<file path="config.mk">
export PLATFORM = sky130hd
export DESIGN_NAME = bs_mac_serial
export DESIGN_NICKNAME = d
export VERILOG_FILES = /design/src/rtl/bs_mac_serial.sv
export SDC_FILE = /design/constraint.sdc
export NUM_CORES = 1
export LEC_CHECK = 0
export CAP_MARGIN = 0
export CORE_UTILIZATION = 48
export CTS_BUF_LIST = sky130_fd_sc_hd__clkbuf_8
export CTS_CLUSTER_DIAMETER = 200
export CTS_CLUSTER_SIZE = 12
export DETAILED_ROUTE_END_ITERATION = 16
export PLACE_DENSITY = 0.71
export REMOVE_ABC_BUFFERS = 1
export SETUP_SLACK_MARGIN = 0.5
export SYNTH_ARGS = -nofsm -noshare
export SYNTH_HDL_FRONTEND = slang
export SYNTH_SLANG_ARGS = --single-unit
</file>
<file path="constraint.sdc">
create_clock -name clk -period 9.6 [get_ports clk]
set_clock_uncertainty 0.2 [all_clocks]
set_input_delay 1.44 -clock clk [delete_from_list [all_inputs] [get_ports clk]]
set_output_delay 1.44 -clock clk [all_outputs]
set_load 0.01 [all_outputs]
</file>
<file path="src/rtl/bs_mac_serial.sv">
// bs_mac_serial
// Bit-serial signed multiply-accumulate unit. The multiplier (data0) is
// consumed one bit per cycle, LSB first. Each set bit adds the sign-extended
// multiplicand (data1), shifted by the bit position, into a wide accumulator.
// The top processed bit carries negative weight, so that partial product is
// subtracted instead of added. The precision is selectable at run time, and
// there is a valid/ready handshake on both the operand and result sides.
//
// ACC_WIDTH must be at least 2*WIDTH so that a single product cannot wrap.

module bs_mac_serial #(
  parameter int WIDTH     = 8,
  parameter int ACC_WIDTH = 24,
  parameter int CNT_W     = $clog2(WIDTH + 1)
) (
  input  logic                        clk,
  input  logic                        rst_n,
  input  logic                        i_valid,
  output logic                        o_ready,
  input  logic [WIDTH-1:0]            i_data0,
  input  logic [WIDTH-1:0]            i_data1,
  input  logic [CNT_W-1:0]            i_prec,
  input  logic                        i_acc_clr,
  input  logic                        i_abort,
  output logic                        o_valid,
  input  logic                        i_ready,
  output logic signed [ACC_WIDTH-1:0] o_acc,
  output logic                        o_busy
);

  typedef enum logic [1:0] {
    ST_IDLE = 2'd0,
    ST_RUN  = 2'd1,
    ST_DONE = 2'd2
  } state_t;

  // A requested precision of 0, or one above WIDTH, means full width.
  function automatic logic [CNT_W-1:0] eff_prec(input logic [CNT_W-1:0] p);
    logic [CNT_W-1:0] r;
    if ((p == {CNT_W{1'b0}}) || (p > CNT_W'(WIDTH))) begin
      r = CNT_W'(WIDTH);
    end else begin
      r = p;
    end
    return r;
  endfunction

  // Sign-extend the multiplicand to the accumulator width.
  function automatic logic [ACC_WIDTH-1:0] sext_mcand(input logic [WIDTH-1:0] d);
    return {{(ACC_WIDTH - WIDTH){d[WIDTH-1]}}, d};
  endfunction

  // Pick multiplier bit idx without a variable-width bit select.
  function automatic logic mplier_bit(input logic [WIDTH-1:0] d,
                                      input logic [CNT_W-1:0] idx);
    return |(d & (WIDTH'(1) << idx));
  endfunction

  state_t               state_r;
  logic [WIDTH-1:0]     data0_r;
  logic [WIDTH-1:0]     data1_r;
  logic [CNT_W-1:0]     prec_r;
  logic [CNT_W-1:0]     idx_r;
  logic [ACC_WIDTH-1:0] acc_r;
  logic                 valid_r;
  logic                 busy_r;

  logic                 bit_s;
  logic                 last_s;
  logic [ACC_WIDTH-1:0] term_s;
  logic [ACC_WIDTH-1:0] acc_next_s;

  // Partial product for the current bit and the resulting accumulator value.
  always_comb begin
    bit_s      = 1'b0;
    last_s     = 1'b0;
    term_s     = {ACC_WIDTH{1'b0}};
    acc_next_s = acc_r;
    bit_s  = mplier_bit(data0_r, idx_r);
    last_s = (idx_r == (prec_r - CNT_W'(1)));
    if (bit_s) begin
      term_s = sext_mcand(data1_r) << idx_r;
    end else begin
      term_s = {ACC_WIDTH{1'b0}};
    end
    if (last_s) begin
      acc_next_s = acc_r - term_s;
    end else begin
      acc_next_s = acc_r + term_s;
    end
  end

  // Control FSM with datapath registers; abort overrides everything but reset.
  always_ff @(posedge clk or negedge rst_n) begin
    if (!rst_n) begin
      state_r <= ST_IDLE;
      data0_r <= {WIDTH{1'b0}};
      data1_r <= {WIDTH{1'b0}};
      prec_r  <= CNT_W'(WIDTH);
      idx_r   <= {CNT_W{1'b0}};
      acc_r   <= {ACC_WIDTH{1'b0}};
      valid_r <= 1'b0;
      busy_r  <= 1'b0;
    end else if (i_abort) begin
      state_r <= ST_IDLE;
      idx_r   <= {CNT_W{1'b0}};
      acc_r   <= {ACC_WIDTH{1'b0}};
      valid_r <= 1'b0;
      busy_r  <= 1'b0;
    end else begin
      case (state_r)
        ST_IDLE: begin
          if (i_valid) begin
            data0_r <= i_data0;
            data1_r <= i_data1;
            prec_r  <= eff_prec(i_prec);
            idx_r   <= {CNT_W{1'b0}};
            if (i_acc_clr) begin
              acc_r <= {ACC_WIDTH{1'b0}};
            end else begin
              acc_r <= acc_r;
            end
            state_r <= ST_RUN;
            busy_r  <= 1'b1;
            valid_r <= 1'b0;
          end else begin
            state_r <= ST_IDLE;
          end
        end
        ST_RUN: begin
          acc_r <= acc_next_s;
          idx_r <= idx_r + CNT_W'(1);
          if (last_s) begin
            state_r <= ST_DONE;
            busy_r  <= 1'b0;
            valid_r <= 1'b1;
          end else begin
            state_r <= ST_RUN;
          end
        end
        ST_DONE: begin
          if (i_ready) begin
            state_r <= ST_IDLE;
            valid_r <= 1'b0;
          end else begin
            state_r <= ST_DONE;
          end
        end
        default: begin
          state_r <= ST_IDLE;
          idx_r   <= {CNT_W{1'b0}};
          valid_r <= 1'b0;
          busy_r  <= 1'b0;
        end
      endcase
    end
  end

  assign o_ready = (state_r == ST_IDLE);
  assign o_valid = valid_r;
  assign o_busy  = busy_r;
  assign o_acc   = acc_r;

endmodule

</file>
==> flow_summary.ini <==
[timing]
period_share = 0.674
rsz0062_at_grt = no
setup_viol = 0
finalSetupTns_ns = 0
slew_headroom = 0.393
worst_pin_slew_ns = 0.901
final_max_slew_viol_count = 0
fin_crit_ns = 6.47
hold_viol = 0
max_clock_freq_ghz = 0.155

[detailed_routing]
vias = 3670
drtAntennaViolNets = 0
vias_per_cell = 5.75
drc = 0
routed_wl_um = 9550
drt_iter0_drc = 246
wire_per_inst_um = 15.0
firstDrtPassIters = 5

[synthesis]
ys_warn_count = 0
synth.most_common_cell = nand2_1
postSynthRegisterBits = 52
syn_inst = 491
yosys-top-cells-count = nand2_1, dfrtp_1, o21ai_0
syn_area_sq_um = 4250
synth_area_leader_cell = dfrtp_1
synth_cell_type_count = 62
synth_area_leaders = dfrtp_1, ha_1, o21ai_0, mux2_2, nand2_1
yosysSeqAreaShare = 0.307
synth_ff_type = dfrtp_1
synth_top_area_share = 0.300
synth_edf_count = 0
async_reset_ff_frac = 1.00
avgSynthCellArea_sq_um = 8.65

[critical_path]
worst_setup_path_start_kind = register
slowest_delay_ns = 0.91
path_cells = inv_1 > ha_1 > a222oi_1 > a211oi_1 > and2_1 > inv_1 > ha_1 > inv_1 > a21oi_1 > a21boi_1 > a21boi_2 > a21oi_1 > o32a_1 > ha_1 > a21oi_1 > o211ai_1 > a221o_1 > a221o_1 > a221o_1 > a31oi_1 > xnor2_1 > nand3_1 > o311ai_2
crit_cells = 23
cp_max_fo = 26
r2r-start = idx_r[1]$_DFFE_PN0P_
reg2reg_slack_ns = 3.13
crit_required_ns = 9.62
arrival_ns = 6.48
worst-setup-path-type = reg -> reg
slowest_stage = dfrtp_1
rr_endpoint = o_acc[23]$_DFFE_PN0P_
cp_num_buf_inv = 3
startpoint = idx_r[1]$_DFFE_PN0P_
worstSetupEndpoint = o_acc[23]$_DFFE_PN0P_
critPathCaptureType = register
critPathTopFamily = compound AO/OA/AOI/OAI gates
r2r_cells = 23

[hold_path]
hold_class = reg -> reg
holdCritStartpoint = prec_r[3]$_DFFE_PN1P_

[final_layout]
utilization = 0.588
drive_above_1_share = 0.0863
fillers = 777
nets = 590
diodes = 0
area_delta_synth_final_pct = 16.0

[clocking]
cts-root-buf = clkbuf_8
cts_buffers = 5
hold_buffers = 0
cts_resized = 0
clkTransAtPathRegs_ns = 0.11
cts_buffer_depth = 2
cts_setup_buffers = 0
clock_latency_ns = 0.32
cts.sinks = 52
cts_tree = yes
htree_levels = 2

[power_and_ir_drop]
p_leak_nw = 2.13
vdd_drop_max_mv = 0.0999
power.density_nw_per_um2 = 301

[place]
place.detailed.hpwl_um = 7180
io_buffer_count = 52
place_congestion = 0.886

[floorplanning]
initial_utilization = 0.507
dieArea_sq_um = 9230
ios = 53
core_sq_um = 8380
die_w_um = 96.1
rows = 33
fp.dieH_um = 96.1

[grt]
grt-ovfl-total = 0
grt_max_degree = 53
grt_pass1_wl_um = 16600
track_usage = 0.229
grt_pass1_vias = 3531
antenna_found_initial = 0

[run_status]
status = completed

[job]
max_cap_violations = 0
-- tightest hold or removal path: cells and delay by family, from the launching register on --
kind	cells	cell delay (ns)
AOI/OAI and AO/OA	1	0.05
and+or+nand+nor	1	0.09
DFF	1	0.39
-- area by class of cell --
cell class              instances  area (sq um)  share of cell area
clock inverters                 3          26.3             0.00533
clock buffers                   5          68.8              0.0140
flip-flops and latches         52          1300               0.264
repair buffers                 58           561               0.114
inverters                      23          86.3              0.0175
well taps                     105           131              0.0267
multi-input cells             392          2750               0.559
-- layer usage --
| layer | part of all wire | GRT usage | vias to the layer above |
|---|---|---|---|
| met5 | 0 | 0 | - |
| met1 | 0.48 | 0.303 | 1729 |
| met2 | 0.46 | 0.388 | 74 |
| li1 | - | - | 1857 |
| met3 | 0.040 | 0.0324 | 10 |
| met4 | 0.012 | 0.0597 | 0 |
-- registers in the layout, indices dropped and copies added (netlist names) --
register,count
state_r,2
data0_r,8
prec_r,4
data1_r,8
o_busy,1
idx_r,4
o_valid,1
o_acc,24
-- metrics by stage --
step | std cells | hold slack [ns] | worst slack (ns) | power (mW) | cell area (sq um)
after global placement | 630 | 0.295 | 3.42 | 1.33 | 4830
final | 638 | 0.322 | 3.13 | 1.49 | 4930
after detailed placement | 630 | 0.306 | 3.17 | 1.35 | 4830
after floorplan | 467 | 0.280 | 3.76 | 1.08 | 4130
after global routing | 638 | 0.347 | 2.57 | 1.63 | 4930
after CTS | 638 | 0.329 | 3.10 | 1.49 | 4930
-- worst min path at each step --
stage,cells after the start,endpoint
after floorplan,1,data0_r[0]$_DFFE_PN0P_
after global placement,2,o_acc[0]$_DFFE_PN0P_
after detailed placement,2,o_acc[13]$_DFFE_PN0P_
after CTS,2,prec_r[3]$_DFFE_PN1P_
after global routing,2,o_acc[6]$_DFFE_PN0P_
final,2,prec_r[3]$_DFFE_PN1P_
-- power breakdown --
part           leakage (nW)  switching, mW  internal, mW
clock                0.0491         0.0822        0.0539
combinational          1.41          0.523         0.477
sequential            0.671         0.0680         0.281
total                  2.13          0.673         0.812
-- kinds of logic (layout without fill, tap and decap cells) --
group / count (synthesis) / after routing / share of synthesized area
AND/OR/NAND/NOR: 146 / 146 / 0.161
buffers and inverters: 47 / 89 / 0.0483
flip-flops: 52 / 52 / 0.307
XOR/XNOR: 32 / 32 / 0.0660
AO/OA/AOI/OAI: 152 / 152 / 0.240
adder cells (fa/ha/maj): 32 / 32 / 0.0960
multiplexers: 30 / 30 / 0.0825
-- cells in the final DEF (no fill, tap or decap), types with 5 or more instances in the layout --
cell	count
nand2b_1	6
a211oi_1	8
a21o_1	13
dfrtp_1	51
o21ai_0	47
clkbuf_8	5
inv_1	22
xnor2_1	22
a21oi_1	32
mux2i_1	8
mux2_2	20
nor2b_1	7
clkdlybuf4s50_1	51
or3_1	5
ha_1	31
buf_4	6
nor3_1	11
nand2_1	55
nor2_1	36
xor2_1	10
nand3_1	6
a31oi_1	5
Power figures use the tool's default switching activity.
